<file path="src/rtl/hamming_pkg.sv">
// Shared widths, FSM state type and parity masks for the Hamming serial transmitter.
// Each mask selects the data bits that feed one parity bit of the 21-bit codeword.
package hamming_pkg;

  localparam int unsigned DATA_W     = 16;
  localparam int unsigned PAR_W      = 5;
  localparam int unsigned CODE_W     = 21;
  localparam int unsigned FRAME_BITS = 23;

  localparam logic [DATA_W-1:0] P0_MASK = 16'hAD5B;
  localparam logic [DATA_W-1:0] P1_MASK = 16'h366D;
  localparam logic [DATA_W-1:0] P2_MASK = 16'hC78E;
  localparam logic [DATA_W-1:0] P3_MASK = 16'h07F0;
  localparam logic [DATA_W-1:0] P4_MASK = 16'hF800;

  typedef enum logic [1:0] {IDLE, START, DATA, STOP} state_e;

endpackage

</file>
<file path="src/rtl/hamming_encoder16.sv">
// Combinational encoder that appends five parity bits to a 16-bit word.
// Codeword layout is {data, p0, p1, p2, p3, p4}, so p4 lands in bit 0.
module hamming_encoder16
  import hamming_pkg::*;
(
  input  logic [DATA_W-1:0] data,
  output logic [CODE_W-1:0] code
);

  logic [PAR_W-1:0] par;

  assign par  = {^(data & P0_MASK), ^(data & P1_MASK), ^(data & P2_MASK),
                 ^(data & P3_MASK), ^(data & P4_MASK)};
  assign code = {data, par};

endmodule

</file>
<file path="src/rtl/hamming_tx_arbiter.sv">
// Two-requester round-robin arbiter that serializes each accepted word as a
// framed Hamming codeword: start bit, 21 code bits MSB first, stop bit.
module hamming_tx_arbiter
  import hamming_pkg::*;
#(
  parameter int unsigned BIT_CYCLES = 4
) (
  input  logic              clk,
  input  logic              rst,
  input  logic              req0_valid,
  input  logic [DATA_W-1:0] req0_data,
  output logic              req0_ready,
  input  logic              req1_valid,
  input  logic [DATA_W-1:0] req1_data,
  output logic              req1_ready,
  output logic              ser_out,
  output logic              frame_active,
  output logic              grant_id,
  output logic              frame_done
);

  localparam logic [7:0] CntLast = 8'(BIT_CYCLES - 1);
  localparam logic [4:0] BitLast = 5'(CODE_W - 1);

  state_e            state_q, state_d;
  logic [7:0]        cnt_q, cnt_d;
  logic [4:0]        bit_q, bit_d;
  logic [DATA_W-1:0] data_q, data_d;
  logic              grant_q, grant_d;
  logic              last_q, last_d;
  logic              ser_q, ser_d;
  logic              active_q;
  logic [CODE_W-1:0] code;
  logic              bit_end;
  logic              accept;

  hamming_encoder16 u_enc (
    .data (data_q),
    .code (code)
  );

  assign bit_end = (cnt_q == CntLast);

  // On a tie the requester that did not win last time gets the grant.
  always_comb begin
    req0_ready = 1'b0;
    req1_ready = 1'b0;
    if (state_q == IDLE) begin
      req0_ready = req0_valid && (!req1_valid || last_q);
      req1_ready = req1_valid && (!req0_valid || !last_q);
    end
  end

  assign accept = req0_ready | req1_ready;

  always_comb begin
    state_d    = state_q;
    cnt_d      = cnt_q;
    bit_d      = bit_q;
    data_d     = data_q;
    grant_d    = grant_q;
    last_d     = last_q;
    frame_done = 1'b0;
    unique case (state_q)
      IDLE: begin
        if (accept) begin
          state_d = START;
          cnt_d   = 8'd0;
          data_d  = req1_ready ? req1_data : req0_data;
          grant_d = req1_ready;
          last_d  = req1_ready;
        end
      end
      START: begin
        if (bit_end) begin
          state_d = DATA;
          cnt_d   = 8'd0;
          bit_d   = 5'd0;
        end else begin
          cnt_d = cnt_q + 8'd1;
        end
      end
      DATA: begin
        if (bit_end) begin
          cnt_d = 8'd0;
          if (bit_q == BitLast) begin
            state_d = STOP;
            bit_d   = 5'd0;
          end else begin
            bit_d = bit_q + 5'd1;
          end
        end else begin
          cnt_d = cnt_q + 8'd1;
        end
      end
      STOP: begin
        if (bit_end) begin
          state_d    = IDLE;
          cnt_d      = 8'd0;
          frame_done = 1'b1;
        end else begin
          cnt_d = cnt_q + 8'd1;
        end
      end
      default: state_d = IDLE;
    endcase
  end

  // The line is registered from next-state values so it tracks the state with no extra lag.
  always_comb begin
    ser_d = 1'b1;
    unique case (state_d)
      START:   ser_d = 1'b0;
      DATA:    ser_d = code[BitLast - bit_d];
      default: ser_d = 1'b1;
    endcase
  end

  always_ff @(posedge clk or posedge rst) begin
    if (rst) begin
      state_q  <= IDLE;
      cnt_q    <= 8'd0;
      bit_q    <= 5'd0;
      data_q   <= '0;
      grant_q  <= 1'b0;
      last_q   <= 1'b1;
      ser_q    <= 1'b1;
      active_q <= 1'b0;
    end else begin
      state_q  <= state_d;
      cnt_q    <= cnt_d;
      bit_q    <= bit_d;
      data_q   <= data_d;
      grant_q  <= grant_d;
      last_q   <= last_d;
      ser_q    <= ser_d;
      active_q <= (state_d != IDLE);
    end
  end

  assign ser_out      = ser_q;
  assign frame_active = active_q;
  assign grant_id     = grant_q;

endmodule

</file>
<file path="config.mk">
export PLATFORM = sky130hd
export DESIGN_NAME = hamming_tx_arbiter
export DESIGN_NICKNAME = d
export VERILOG_FILES = /design/src/rtl/hamming_pkg.sv /design/src/rtl/hamming_encoder16.sv /design/src/rtl/hamming_tx_arbiter.sv
export SDC_FILE = /design/constraint.sdc
export NUM_CORES = 1
export LEC_CHECK = 0
export CAP_MARGIN = 0
export CORE_MARGIN = 2
export CORE_UTILIZATION = 48
export DETAILED_ROUTE_END_ITERATION = 12
export GPL_TIMING_DRIVEN = 1
export HOLD_SLACK_MARGIN = 0.03
export PLACE_DENSITY = 0.89
export SYNTH_ARGS = -nofsm -noshare
export SYNTH_HDL_FRONTEND = slang
export SYNTH_SLANG_ARGS = --single-unit
export TNS_END_PERCENT = 1
</file>
<file path="constraint.sdc">
create_clock -name clk -period 3.3 [get_ports clk]
set_clock_uncertainty 0.1 [all_clocks]
set_input_delay 0.495 -clock clk [delete_from_list [all_inputs] [get_ports clk]]
set_output_delay 0.495 -clock clk [all_outputs]
set_load 0.05 [all_outputs]
</file>
== Yosys cells after proc, flatten, opt, wreduce, memory -nomap -nowiden ==
Cells that the tools add are included.

* Add/sub/neg operators: 3
* $lt $le $gt $ge: 1
* Equal/unequal tests: 8
* Muxes and demuxes: 21
* Bitwise logic cells: 1
* Reduce and logical (&&, ||, !) cells: 16

{| class="wikitable"
|+ Operator list
! operator !! count
|-
| parity 16 bit || 5
|-
| two-way mux 16 bit || 1
|-
| two-way mux 8 bit || 2
|-
| case mux 8 bit (2 select lines) || 1
|-
| two-way mux 5 bit || 3
|-
| two-way mux 2 bit || 5
|-
| case mux 5 bit (2 select lines) || 1
|-
| adder 8 x 1 -> 8 bit (second input constant) || 1
|-
| equality test 8 x 2 -> 1 bit (second input constant) || 1
|-
| case mux 2 bit (4 select lines) || 1
|-
| equality test 2 bit (second input constant) || 3
|-
| less-than comparator 5 x 6 -> 1 bit (second input constant) || 1
|-
| adder 5 x 1 -> 5 bit (second input constant) || 1
|-
| binary-select mux 1 bit (select 5 bit) || 1
|-
| equality test 5 bit (second input constant) || 1
|-
| two-way mux 1 bit || 5
|-
| subtractor 5 bit (first input constant) || 1
|-
| equality test 2 x 1 -> 1 bit (second input constant) || 2
|-
| logical NOT 1 bit || 3
|-
| OR reduction 3 bit || 1
|-
| logical AND 1 bit || 2
|-
| logical NOT 2 bit || 1
|-
| logical OR 1 bit || 2
|-
| != test 2 bit (second input constant) || 1
|-
| other kinds (4) || 4
|}

* Register bits after elaboration: 35
* Output and inout bits: 6
* Word-level logic and storage cells: 58

== Longest topological paths before layout ==
* Depth after elaboration: 9
* Gate-level depth with buffers: 15
* Depth with buffers taken out: 13

== Hierarchy ==
A second synthesis with hierarchy kept.

* Cell total of the unflattened synthesis: 258
* Area, all modules: 2577.5 um^2

{| class="wikitable"
|+ Modules (own cells, without submodules)
! module !! instances !! cells an instance !! area each (um^2) !! seq. area each (um^2)
|-
| hamming_tx_arbiter || 1 || 218 || 2198.4 || 878.3
|-
| hamming_encoder16 || 1 || 40 || 379.1 || 0.0
|}

== Worst setup path after synthesis ==
OpenSTA, ideal clock, no wires.

* Kind: register to register
* Start: register state_q[1]
* End: register ser_q, in the netlist ser_out
* Setup time: 0.088 ns
* Arrival time: 2.882 ns
* Required time: 3.112 ns
* Path slack: 0.230 ns
* Stages on the path, launching flop included: 15
* Period minus slack after synthesis: 3.070 ns
* Path through: dfrtp_1 inv_1 ha_1 or3b_2 nand2_1 mux2i_2 buf_6 inv_1 ha_1 clkdlybuf4s25_2 mux4_2 a21oi_1 nor3_1 nor3_1 a22oi_2

* Elaborated cells between the ends (all ways): 20
* Classes of those cells: add/sub (1); eq/ne (5); mux (12); bitwise (1); reduce/logical (1)

{| class="wikitable"
|+ RTL lines
! item !! RTL line !! source
|-
| from (decl) || hamming_tx_arbiter.sv:25 || <nowiki>state_e state_q, state_d;</nowiki>
|-
| from (signal assigned) || hamming_tx_arbiter.sv:130 || <nowiki>state_q <= state_d;</nowiki>
|-
| equality test 2 bit or equality test 2 x 1 -> 1 bit (tied branches) || hamming_tx_arbiter.sv:64 || <nowiki>unique case (state_q)</nowiki>
|-
| case mux 5 bit (2 select lines) * || hamming_tx_arbiter.sv:64 ||
|-
| named net bit_d[0] || hamming_tx_arbiter.sv:27 || <nowiki>logic [4:0] bit_q, bit_d;</nowiki>
|-
| subtractor 5 bit * || hamming_tx_arbiter.sv:114 || <nowiki>DATA: ser_d = code[BitLast - bit_d];</nowiki>
|-
| binary-select mux 1 bit (select 5 bit) * || hamming_tx_arbiter.sv:114 ||
|-
| two-way mux 1 bit (not written as such) * || hamming_tx_arbiter.sv:114 ||
|-
| case mux 1 bit (2 select lines) * || hamming_tx_arbiter.sv:112 || <nowiki>unique case (state_d)</nowiki>
|-
| named net ser_d || hamming_tx_arbiter.sv:31 || <nowiki>logic ser_q, ser_d;</nowiki>
|-
| to (signal assigned) || hamming_tx_arbiter.sv:136 || <nowiki>ser_q <= ser_d;</nowiki>
|-
| to (decl) || hamming_tx_arbiter.sv:31 ||
|}

Mark *: on every way through the listed nets, which the timed path passes. The rest lies on a longest branch. The select of a mux whose other input is x is not followed.
A chain may end at the register's enable or synchronous reset.

== Worst setup path after layout ==
* Start: register cnt_q[0]
* End: register ser_q, in the netlist ser_out

* Word-level cells in the longest chain between the ends: 7
* Elaborated cells between the ends (all ways): 14
* Classes of those cells: add/sub (1); eq/ne (3); mux (10)

{| class="wikitable"
|+ RTL lines
! item !! RTL line !! source
|-
| from (decl) || hamming_tx_arbiter.sv:26 || <nowiki>logic [7:0] cnt_q, cnt_d;</nowiki>
|-
| from (signal assigned) || hamming_tx_arbiter.sv:131 || <nowiki>cnt_q <= cnt_d;</nowiki>
|-
| equality test 8 x 2 -> 1 bit * || hamming_tx_arbiter.sv:42 || <nowiki>assign bit_end = (cnt_q == CntLast);</nowiki>
|-
| two-way mux 5 bit (on tied branches) || hamming_tx_arbiter.sv:84, hamming_tx_arbiter.sv:75 ||
|-
| case mux 5 bit (2 select lines) * || hamming_tx_arbiter.sv:64 ||
|-
| named net bit_d[1] || hamming_tx_arbiter.sv:27 ||
|-
| subtractor 5 bit * || hamming_tx_arbiter.sv:114 ||
|-
| binary-select mux 1 bit (select 5 bit) * || hamming_tx_arbiter.sv:114 ||
|-
| two-way mux 1 bit (not written as such) * || hamming_tx_arbiter.sv:114 ||
|-
| case mux 1 bit (2 select lines) * || hamming_tx_arbiter.sv:112 ||
|-
| named net ser_d || hamming_tx_arbiter.sv:31 ||
|}

Marked as above.

==> results.json <==
{
  "worst_pin_slew_ns": 0.654,
  "final-setup-viol-count": 0,
  "crit_arrival_ns": 3.12,
  "cts_sinks": 35,
  "hold_buffers": 0,
  "clock_latency_ns": 0.29,
  "grt_usage": 0.194,
  "fin_area_sq_mm": 0.00304,
  "max_freq_mhz": 331,
  "maxCapViolations": 0,
  "yosys-top-cells-area": "dfrtp_1 35%, xnor2_1 8.4%, mux2i_1 7.1%, ha_1 4.7%, o21ai_0 4.6%",
  "drc": 0,
  "syn_area_sq_mm": 0.00239,
  "synth_compound_area_frac": 0.108,
  "p_per_area_mw_per_mm2": 926,
  "synth_top_cell_by_area": "dfrtp_1",
  "synth_top_family_by_area": "simple AND/OR/NAND/NOR gates",
  "cts_root_buffer": "clkbuf_8",
  "grt_max_degree": 33,
  "ys.flop_type": "dfrtp_1",
  "synth_area_per_cell_sq_um": 9.64,
  "slew_violations": 0,
  "end_kind": "register",
  "synthCells": 248,
  "wirelength_um": 4880,
  "drt.antenna.violating_nets": 0,
  "synth_adder_area_share": 0.0471,
  "place_area_sq_mm": 0.00290,
  "leakage_nw": 1.34,
  "yosys.area_share.simple": 0.171,
  "ys_seq_area_frac": 0.368,
  "portBuffers": 41,
  "htreeDepth": 2,
  "finalNetCount": 341,
  "gp_congestion": 0.902,
  "ys_types": 49,
  "synth_top_area_share": 0.346,
  "wire_per_inst_um": 13.4,
  "ys_ff_latch": 35,
  "period_share": 0.914,
  "synth-edff-count": 0,
  "start_util": 0.503,
  "viasPerCell": 5.30,
  "clock_path_buffers": 2,
  "grt.overflow.total": 0,
  "fin_ws_ns": 0.283,
  "yosysWarnings": 0,
  "diodes": 0,
  "layout_common_cells": "40 x clkdlybuf4s50_1, 33 x dfrtp_1, 27 x nand2_1",
  "rows": 25,
  "cts.reportedPaths.clkPinSlew_ns": 0.07,
  "die_y_um": 74.6,
  "synthXorXnorAreaFrac": 0.137,
  "peakVddDrop_mv": 0.573,
  "required_ns": 3.41,
  "layout-drive-gt1-share": 0.128,
  "core_sq_mm": 0.00475,
  "antenna_found_initial": 0,
  "grt_pass1_wl_um": 8240,
  "syn_nets": 293,
  "synthMuxAreaShare": 0.124,
  "drtIter0Drc": 126,
  "vias": 1930,
  "critPathLaunchType": "register",
  "grt_pass1_vias": 1838,
  "hold_violations": 0,
  "regToRegSetupSlack_ns": 0.28,
  "min_path_type": "register to register",
  "tritoncts": "built",
  "post-place-ws_ns": -0.0433,
  "worstSetupPathType": "register to register",
  "numCtsBuffers": 5,
  "dieArea_sq_mm": 0.00556,
  "crit_path_max_fanout": 8,
  "io_pins": 42,
  "async_flop_share": 1.00,
  "max_slew_margin": 0.564,
  "die_w_um": 74.6,
  "layout_commonest_cell": "clkdlybuf4s50_1",
  "dr.pass1.iters": 4,
  "area_delta_synth_final_pct": 27.1,
  "status": "finished clean",
  "rsz0062_at_grt": "false",
  "hpwl_um": 3800,
  "period_minus_slack_ns": 3.02
}
## registers in the layout, indices dropped and copies added (netlist names)
name          flops
grant_id          1
bit_q             5
data_q           16
ser_out           1
state_q           2
frame_active      1
cnt_q             8
last_q            1
## path summary, 6_finish.rpt
kind,startpoint,depth (start not counted),endpoint
worst min-delay path,data_q[2],2,data_q[2]
worst max register to register,cnt_q[0],11,ser_out
worst max-delay path,cnt_q[0],11,ser_out
worst min register to register,data_q[2],2,data_q[2]
max in group asynchronous,rst,3,data_q[3]
min in group asynchronous,rst,2,cnt_q[2]
## synth_stat cells, types with 2 or more instances
library cell,instances
nor4_1,2
clkbuf_1,6
dfstp_2,2
xor2_1,10
nand3_1,11
dfrtp_1,33
mux2i_2,2
o21ai_0,22
nor4b_1,2
o21a_1,2
or4b_1,2
nand2b_1,2
nor2_1,13
mux4_1,2
inv_1,16
nor3_1,5
and3_1,4
a21oi_1,4
mux2_2,2
mux2i_1,17
xnor2_1,23
nand2_1,27
nand4_1,4
a211oi_1,2
ha_1,9
## power by group
| part | internal [mW] | switching (mW) | total [mW] | leakage, nW |
|---|---|---|---|---|
| clock | 0.190 | 0.154 | 0.345 | 0.0515 |
| combinational | 0.856 | 0.856 | 1.71 | 0.843 |
| sequential | 0.591 | 0.163 | 0.754 | 0.445 |
## cell families (layout without fill, tap and decap cells)
kind of cell	Yosys count	after routing
xor gates and xnor gates	35	35
AOI/OAI and AO/OA	40	40
adders and majority gates	9	9
and+or+nand+nor	80	80
DFF	35	35
muxes	24	24
buffers and inverters	25	74
## critical path, cell delays in order, from the launching register on
cell,delay (ns)
dfrtp_1,0.38
ha_1,0.17
buf_4,0.13
nor4b_2,0.33
nand3_2,0.19
mux2i_2,0.31
inv_1,0.08
ha_1,0.42
mux4_1,0.33
a211o_2,0.35
o211ai_2,0.07
a22oi_2,0.07
## through the flow
step                       util  std cells  power [mW]  TNS (ns)  hold slack, ns
after floorplan               -        248        2.10         0           0.384
after global placement    0.610        354        2.41         0           0.404
after detailed placement  0.610        354        2.47   -0.0433           0.423
after CTS                 0.633        362        2.82         0           0.439
after global routing      0.639        364        3.04         0           0.480
final                     0.639        364        2.81         0           0.437
## what timing repair did
| action | CTS | global route |
|---|---|---|
| setup endpoints to repair | 1 | 1 |
| pin swaps | 0 | 0 |
| cloned | 0 | 0 |
| gates resized for setup | 1 | 2 |
| setup buffers | 0 | 2 |
| endpoints found under the hold margin | 0 | 0 |
## area by class of cell
cell class                 count  area [sq um]
fill                         377          1720
multi-input combinational    188          1430
sequential                    35           878
timing repair buffer          50           488
clock buffer                   8           100
tap                           67          83.8
inverter                      16          60.1
## metal layers
metal	share of wire	up-vias	GRT usage	wire length [um]
met2	0.49	58	0.319	2400
li1	-	958	-	-
met4	0.019	0	0.0873	91
met1	0.44	907	0.252	2160
met5	0	-	0	0
met3	0.046	7	0.0339	224
Power figures use the tool's default switching activity.
